===== src/rtl/column_flattener.sv =====
// column_flattener
//   Turns one raycaster column record per transaction into SCREEN_HEIGHT
//   framebuffer writes. Each row is painted as ceiling, wall or floor. Wall
//   rows whose map value is TEX_BASE or above are textured: the block requests
//   a texel and waits for it before writing that row.
//
//   Optional build macro COLFLAT_SHADE_EN: wall pixels (plain and textured) of
//   columns with wallType=1 are halved (logical shift right by one). Ceiling
//   and floor pixels are never shaded. With the macro undefined, wallType has
//   no effect.
//
//   Ports
//     pixel_clk_in           clock
//     rst_in                 synchronous active-high reset
//     col_tvalid_in/tready   column handshake; col_tdata_in fields:
//                            [37:29] hcount, [28:21] lineHeight, [20] wallType,
//                            [19:16] mapData, [15:0] wallX
//     col_tlast_in           last column of the frame
//     fb_ready_to_switch_in  framebuffer swap readiness (2'b11 = ready)
//     tex_req_out            one-cycle texel request, with tex_id/wallx/yoff
//     tex_valid_in           texel available on tex_pixel_in (TEX_WAIT only)
//     pix_valid_out          framebuffer write strobe, with pix_addr/pix_data
//     pix_last_out           marks the final write (or empty pulse) of a frame
//
//   Every write is registered: the write decided at a clock edge appears on the
//   pix_* outputs during the following cycle. A textured row is written from
//   the edge at which tex_valid_in is sampled high.
//
//   state     | meaning
//   ----------+------------------------------------------------------------
//   IDLE      | col_tready_out=1, waiting for a column record
//   FLATTEN   | one row per cycle; textured rows issue a texel request
//   TEX_WAIT  | waiting for tex_valid_in to write the current textured row
//   WAIT_SWAP | frame finished, waiting for fb_ready_to_switch_in == 2'b11

module column_flattener #(
    parameter int         SCREEN_WIDTH  = 320,
    parameter int         SCREEN_HEIGHT = 180,
    parameter int         PIXEL_WIDTH   = 8,
    parameter logic [7:0] CEIL_COLOR    = 8'h2a,
    parameter logic [7:0] FLOOR_COLOR   = 8'hdc,
    parameter logic [7:0] WALL1_COLOR   = 8'hff,
    parameter logic [7:0] WALL2_COLOR   = 8'h97,
    parameter int         TEX_BASE      = 3,
    localparam int        ADDR_W        = $clog2(SCREEN_WIDTH * SCREEN_HEIGHT)
) (
    input  logic                   pixel_clk_in,
    input  logic                   rst_in,
    input  logic                   col_tvalid_in,
    input  logic [37:0]            col_tdata_in,
    input  logic                   col_tlast_in,
    output logic                   col_tready_out,
    input  logic [1:0]             fb_ready_to_switch_in,
    output logic                   tex_req_out,
    output logic [3:0]             tex_id_out,
    output logic [15:0]            tex_wallx_out,
    output logic [8:0]             tex_yoff_out,
    input  logic                   tex_valid_in,
    input  logic [PIXEL_WIDTH-1:0] tex_pixel_in,
    output logic                   pix_valid_out,
    output logic [ADDR_W-1:0]      pix_addr_out,
    output logic [PIXEL_WIDTH-1:0] pix_data_out,
    output logic                   pix_last_out
);

    localparam logic [PIXEL_WIDTH-1:0] CEIL_PX  = PIXEL_WIDTH'(CEIL_COLOR);
    localparam logic [PIXEL_WIDTH-1:0] FLOOR_PX = PIXEL_WIDTH'(FLOOR_COLOR);
    localparam logic [PIXEL_WIDTH-1:0] WALL1_PX = PIXEL_WIDTH'(WALL1_COLOR);
    localparam logic [PIXEL_WIDTH-1:0] WALL2_PX = PIXEL_WIDTH'(WALL2_COLOR);

    localparam logic [9:0]        H_L      = 10'(SCREEN_HEIGHT);
    localparam logic [9:0]        HALF_H   = 10'(SCREEN_HEIGHT / 2);
    localparam logic [9:0]        SW_L     = 10'(SCREEN_WIDTH);
    localparam logic [7:0]        LAST_ROW = 8'(SCREEN_HEIGHT - 1);
    localparam logic [ADDR_W-1:0] ROW_STEP = ADDR_W'(SCREEN_WIDTH);

    typedef enum logic [1:0] {
        IDLE,
        FLATTEN,
        TEX_WAIT,
        WAIT_SWAP
    } state_t;

    state_t state_q, state_n;

    logic [7:0]             vcount_q, vcount_n;
    logic [ADDR_W-1:0]      acc_q, acc_n;
    logic [8:0]             hcount_q;
    logic [7:0]             lh_q;
    logic                   wall_type_q;
    logic [3:0]             map_q;
    logic [15:0]            wallx_q;
    logic                   tlast_q;

    logic                   pix_valid_q, pix_valid_n;
    logic                   pix_last_q, pix_last_n;
    logic [ADDR_W-1:0]      pix_addr_q, pix_addr_n;
    logic [PIXEL_WIDTH-1:0] pix_data_q, pix_data_n;
    logic                   tex_req_q, tex_req_n;
    logic [8:0]             tex_yoff_q, tex_yoff_n;

    logic                   accept;
    logic                   do_write;
    logic [PIXEL_WIDTH-1:0] wr_px;

    // Row classification, all in 10-bit unsigned with explicit saturation so
    // the draw-start clamp at 0 and draw-end clamp at SCREEN_HEIGHT never wrap.
    logic [9:0]             half10, ds10, sum10, de10, vc10;
    logic                   row_ceil, row_floor, row_tex, offscreen, last_row;
    logic                   wall_shade;
    logic                   unused_ok;
    logic [PIXEL_WIDTH-1:0] wall_base, wall_px, tex_px, row_px;

    assign half10    = {3'b000, lh_q[7:1]};
    assign ds10      = (half10 >= HALF_H) ? 10'd0 : (HALF_H - half10);
    assign sum10     = HALF_H + half10;
    assign de10      = (sum10 >= H_L) ? H_L : sum10;
    assign vc10      = {2'b00, vcount_q};
    assign row_ceil  = (vc10 < ds10);
    assign row_floor = (vc10 >= de10);
    assign row_tex   = !row_ceil && !row_floor && (int'({28'd0, map_q}) >= TEX_BASE);
    assign offscreen = ({1'b0, hcount_q} >= SW_L);
    assign last_row  = (vcount_q == LAST_ROW);
    assign accept    = (state_q == IDLE) && col_tvalid_in;

`ifdef COLFLAT_SHADE_EN
    assign wall_shade = wall_type_q;
    assign unused_ok  = lh_q[0];
`else
    assign wall_shade = 1'b0;
    assign unused_ok  = lh_q[0] ^ wall_type_q;
`endif

    always_comb begin
        wall_base = WALL1_PX;
        case (map_q)
            4'd0:    wall_base = CEIL_PX;
            4'd1:    wall_base = WALL1_PX;
            4'd2:    wall_base = WALL2_PX;
            default: wall_base = WALL1_PX;
        endcase
    end

    assign wall_px = wall_shade ? (wall_base >> 1) : wall_base;
    assign tex_px  = wall_shade ? (tex_pixel_in >> 1) : tex_pixel_in;
    assign row_px  = row_ceil ? CEIL_PX : (row_floor ? FLOOR_PX : wall_px);

    always_comb begin
        state_n     = state_q;
        vcount_n    = vcount_q;
        acc_n       = acc_q;
        pix_valid_n = 1'b0;
        pix_last_n  = 1'b0;
        pix_addr_n  = pix_addr_q;
        pix_data_n  = pix_data_q;
        tex_req_n   = 1'b0;
        tex_yoff_n  = tex_yoff_q;
        do_write    = 1'b0;
        wr_px       = row_px;

        case (state_q)
            IDLE: begin
                if (col_tvalid_in) begin
                    state_n  = FLATTEN;
                    vcount_n = 8'd0;
                    acc_n    = ADDR_W'(col_tdata_in[37:29]);
                end
            end
            FLATTEN: begin
                if (offscreen) begin
                    // Column lies past the right edge: consume it in one cycle.
                    pix_last_n = tlast_q;
                    state_n    = tlast_q ? WAIT_SWAP : IDLE;
                end else if (row_tex) begin
                    tex_req_n  = 1'b1;
                    // Unclipped offset, so tall walls start mid-texture.
                    tex_yoff_n = 9'(vc10 + half10 - HALF_H);
                    state_n    = TEX_WAIT;
                end else begin
                    do_write = 1'b1;
                end
            end
            TEX_WAIT: begin
                if (tex_valid_in) begin
                    do_write = 1'b1;
                    wr_px    = tex_px;
                end
            end
            WAIT_SWAP: begin
                if (fb_ready_to_switch_in == 2'b11) begin
                    state_n = IDLE;
                end
            end
            default: state_n = IDLE;
        endcase

        if (do_write) begin
            pix_valid_n = 1'b1;
            pix_addr_n  = acc_q;
            pix_data_n  = wr_px;
            if (last_row) begin
                pix_last_n = tlast_q;
                state_n    = tlast_q ? WAIT_SWAP : IDLE;
            end else begin
                vcount_n = vcount_q + 8'd1;
                acc_n    = acc_q + ROW_STEP;
                state_n  = FLATTEN;
            end
        end
    end

    always_ff @(posedge pixel_clk_in) begin
        if (rst_in) begin
            state_q     <= IDLE;
            vcount_q    <= '0;
            acc_q       <= '0;
            hcount_q    <= '0;
            lh_q        <= '0;
            wall_type_q <= 1'b0;
            map_q       <= '0;
            wallx_q     <= '0;
            tlast_q     <= 1'b0;
            pix_valid_q <= 1'b0;
            pix_last_q  <= 1'b0;
            pix_addr_q  <= '0;
            pix_data_q  <= '0;
            tex_req_q   <= 1'b0;
            tex_yoff_q  <= '0;
        end else begin
            state_q     <= state_n;
            vcount_q    <= vcount_n;
            acc_q       <= acc_n;
            pix_valid_q <= pix_valid_n;
            pix_last_q  <= pix_last_n;
            pix_addr_q  <= pix_addr_n;
            pix_data_q  <= pix_data_n;
            tex_req_q   <= tex_req_n;
            tex_yoff_q  <= tex_yoff_n;
            if (accept) begin
                hcount_q    <= col_tdata_in[37:29];
                lh_q        <= col_tdata_in[28:21];
                wall_type_q <= col_tdata_in[20];
                map_q       <= col_tdata_in[19:16];
                wallx_q     <= col_tdata_in[15:0];
                tlast_q     <= col_tlast_in;
            end
        end
    end

    assign col_tready_out = (state_q == IDLE);
    assign tex_req_out    = tex_req_q;
    assign tex_id_out     = map_q;
    assign tex_wallx_out  = wallx_q;
    assign tex_yoff_out   = tex_yoff_q;
    assign pix_valid_out  = pix_valid_q;
    assign pix_addr_out   = pix_addr_q;
    assign pix_data_out   = pix_data_q;
    assign pix_last_out   = pix_last_q;

endmodule


===== config.mk =====
export PLATFORM = sky130hd
export DESIGN_NAME = column_flattener
export DESIGN_NICKNAME = d
export VERILOG_FILES = /design/src/rtl/column_flattener.sv
export SDC_FILE = /design/constraint.sdc
export NUM_CORES = 1
export LEC_CHECK = 0
export BUFFER_PORTS_ARGS = -buffer_cell sky130_fd_sc_hd__buf_2
export CELL_PAD_IN_SITES_DETAIL_PLACEMENT = 1
export CELL_PAD_IN_SITES_GLOBAL_PLACEMENT = 1
export CORE_ASPECT_RATIO = 1.2
export CORE_MARGIN = 10
export CORE_UTILIZATION = 24
export DETAILED_ROUTE_END_ITERATION = 10
export GPL_TIMING_DRIVEN = 0
export HOLD_SLACK_MARGIN = 0.02
export PLACE_DENSITY = 0.64
export RECOVER_POWER = 25
export SYNTH_ARGS = -nofsm -noshare
export SYNTH_HDL_FRONTEND = slang
export SYNTH_SLANG_ARGS = --single-unit
export TNS_END_PERCENT = 1

===== constraint.sdc =====
create_clock -name pixel_clk_in -period 12.3 [get_ports pixel_clk_in]
set_clock_uncertainty 0.05 [all_clocks]
set_input_delay 0.615 -clock pixel_clk_in [delete_from_list [all_inputs] [get_ports pixel_clk_in]]
set_output_delay 0.615 -clock pixel_clk_in [all_outputs]
set_load 0.01 [all_outputs]

==> reports/metrics.csv <==
stage;metric;value;unit
run_status;outcome;finished, final reports clean;
pwr;intPower;588;uW
critical_path;crit_buf_inv;2;
clocking;cts_tree;done;
critical_path;critPathMaxStageDelay;0.51;ns
floorplanning;initial_utilization;24.5;%
place;hpwl;13.6;mm
floorplanning;pin_count;110;
yosys;synth_warnings;0;
layout;syn2layout_area_growth;22.6;%
pwr;p_switching;315;uW
place;pre_cts_slack;7.08;ns
yosys;ys_seq_area_share;37.3;%
timing;fin_crit_sh;42.0;%
detailed_routing;dr.pass1.iters;4;
yosys;synth_most_common_cell;nand2_1;
detailed_routing;routed-via-count;4751;
min_path;hold_class;register to register;
yosys;synth_top_area_share;37.3;%
yosys;synth_edf_count;0;
floorplanning;die_y;178;um
min_path;hold_path_depth;2;
detailed_routing;drc;0;
layout;num_antenna_cells;0;
clocking;path_clk_slew;0.08;ns
clocking;holdBufCountCts;0;
yosys;syn_nets;706;
layout;nNetsFinal;824;
yosys;synth_flop_cell;dfxtp_1;
yosys;ys_ff_latch;93;
clocking;clock_path_buffers;2;
timing;relSlewSlack;52.9;%
layout;drive_above_1_share;15.0;%
critical_path;start_kind;register;
critical_path;critPathCaptureType;register;
critical_path;path_depth;17;
grt;grt_pass1_vias;4855;
yosys;syn_area_per_cell;8.15;um2
critical_path;critPathArrivalTime;5.41;ns
yosys;async_reset_ff_share;0;%
timing;worst_slack;7.13;ns
grt;met3_usage;3.49;%
timing;rsz0062_at_grt;no;
critical_path;crit_fanout;10;
layout;stdcell_count;999;
critical_path;cp_top_family;compound AO/OA/AOI/OAI gates;
floorplanning;design.die.area;0.0270;mm2
detailed_routing;drtIter0Drc;183;
detailed_routing;wirelength;17.1;mm
pwr;swShare;34.9;%
detailed_routing;via_per_inst;4.76;
critical_path;cp_slowest_cell;a21oi_1;
clocking;post_cts.repair.setup_buffers;0;
grt;grt_pass1_wl;27.2;mm
grt;use_met1;15.2;%
floorplanning;die_w;152;um
floorplanning;core;0.0203;mm2
critical_path;rr_worst_depth;17;
grt;use_met2;22.4;%
place;dp.cells;984;
pwr;seq_power_share;38.6;%
timing;slew_viol_final;0;
pwr;p_leak;0.00252;uW
timing;finalHoldViolations;0;
clocking;clkSinkCount;93;
timing;setup_violations;0;
yosys;synthCells;612;
clocking;cts_buffers;9;
yosys;synth_cell_types;66;
pwr;ir_worst_vdd;0.0617;mV
pwr;p_clk_share;33.0;%
grt;top_usage_layer;met2;
critical_path;path_class;register to register;
floorplanning;rows;57;
place;io_buffers;107;
place;gp_congestion;0.798;
clocking;insertion_delay;0.35;ns
yosys;syn_area;0.00499;mm2
timing;tightest_slew;0.706;ns
clocking;htree_levels;3;
detailed_routing;routedWlPerCell;17.1;um
yosys;synth.top_cells.by_area;dfxtp_1 (37%), ha_1 (10%), nand2_1 (10%), a21oi_1 (7.0%), nor2_1 (2.7%);
timing;max_freq;0.193;GHz
yosys;synth_top_area_cell;dfxtp_1;
critical_path;crit_chain;inv_1 -> ha_1 -> mux2_2 -> o22ai_1 -> o21ai_0 -> a221o_1 -> a21oi_1 -> nor2b_1 -> ha_1 -> a211oi_1 -> o21ai_0 -> a21oi_1 -> nand2_1 -> o21ai_2 -> clkbuf_1 -> nand2_1 -> a31oi_1;
clocking;post_cts_resized;0;
pwr;power_density;148;mW/mm2
timing;min_period;5.17;ns
grt;antenna_found_initial;0;
yosys;synth_common_cells;nand2_1 (133), dfxtp_1 (93), a21oi_1 (70), ha_1 (40), nor2_1 (36);
timing;fin_tns_setup;0;ns
grt;grt-ovfl-total;0;
critical_path;cp.required;12.54;ns
grt;grt_max_degree;17;
grt;globalRouteTotalUtil;12.9;%
pwr;combinationalPowerShare;28.4;%
job;maxCapViolations;0;
clocking;cts_root_buffer;clkbuf_16;
detailed_routing;ant_nets;0;
[kinds of logic after synthesis]
group                    share of synthesized area [%]
AND/OR/NAND/NOR                                   21.8
AO/OA/AOI/OAI                                     20.3
flip-flops                                        37.3
buffers and inverters                             5.09
adder cells (fa/ha/maj)                           10.4
multiplexers                                      3.36
XOR/XNOR                                          1.76
[final timing paths]
check	slack [ns]	startpoint	endpoint
worst max-delay path	7.13	lh_q[2]	acc_q[12]
worst min-delay path	0.40	acc_q[5]	pix_addr_out[5]
worst max register to register	7.13	lh_q[2]	acc_q[12]
worst min register to register	0.40	acc_q[5]	pix_addr_out[5]
[area by class of cell]
class	instances	area (um2)
inverter	24	90.1
fill	2520	14200
timing repair buffer	107	489
buffer	33	164
multi-input combinational	462	2870
clock inverter	5	67.6
tap	265	332
clock buffer	10	239
sequential	93	1860
[worst min-delay path: stages (launching register included)]
cell     delay, ns
dfxtp_1       0.31
nand2_1       0.05
a21oi_1       0.05
[placed cells by master (no fill, tap or decap), drive strengths merged, types with 18 or more instances in the layout]
| master | synthesis | routed |
|---|---|---|
| o21ai | 20 | 20 |
| dfxtp | 93 | 93 |
| a21oi | 71 | 71 |
| inv | 24 | 27 |
| ha | 40 | 40 |
| nand2 | 133 | 133 |
| nor2 | 37 | 37 |
| nand3 | 18 | 18 |
| clkbuf | 20 | 67 |
| buf | 13 | 83 |
[power groups by stage]
stage	combinational, uW	sequential [uW]	clock, uW
after floorplan	171	356	0
after global placement	261	355	0
after detailed placement	264	355	0
after CTS	265	348	305
after global routing	293	352	319
final	257	348	298
[stage by stage]
| step | util [%] | hold WS, ns | cell area [um2] | total power [uW] |
|---|---|---|---|---|
| after floorplan | - | 0.381 | 4990 | 528 |
| after global routing | 30.1 | 0.421 | 6120 | 965 |
| final | 30.1 | 0.400 | 6120 | 903 |
| after detailed placement | 28.8 | 0.394 | 5860 | 619 |
| after CTS | 30.3 | 0.406 | 6160 | 918 |
| after global placement | 28.8 | 0.390 | 5860 | 615 |
[flip-flops by register name (all words and copies together) (netlist names), 2 cells and up]
| name | count |
|---|---|
| pix_addr_out | 16 |
| lh_q | 7 |
| acc_q | 16 |
| tex_yoff_out | 9 |
| state_q | 2 |
| tex_wallx_out | 16 |
| vcount_q | 8 |
| tex_id_out | 4 |
| pix_data_out | 8 |
| hcount_q | 3 |
[layer usage]
| metal | share of wire [%] | vias up |
|---|---|---|
| met1 | 43 | 2290 |
| li1 | - | 2376 |
| met2 | 51 | 72 |
| met4 | 1.1 | 0 |
| met5 | 0 | - |
| met3 | 4.8 | 13 |
Note: power is estimated with default switching activity, not from simulation.
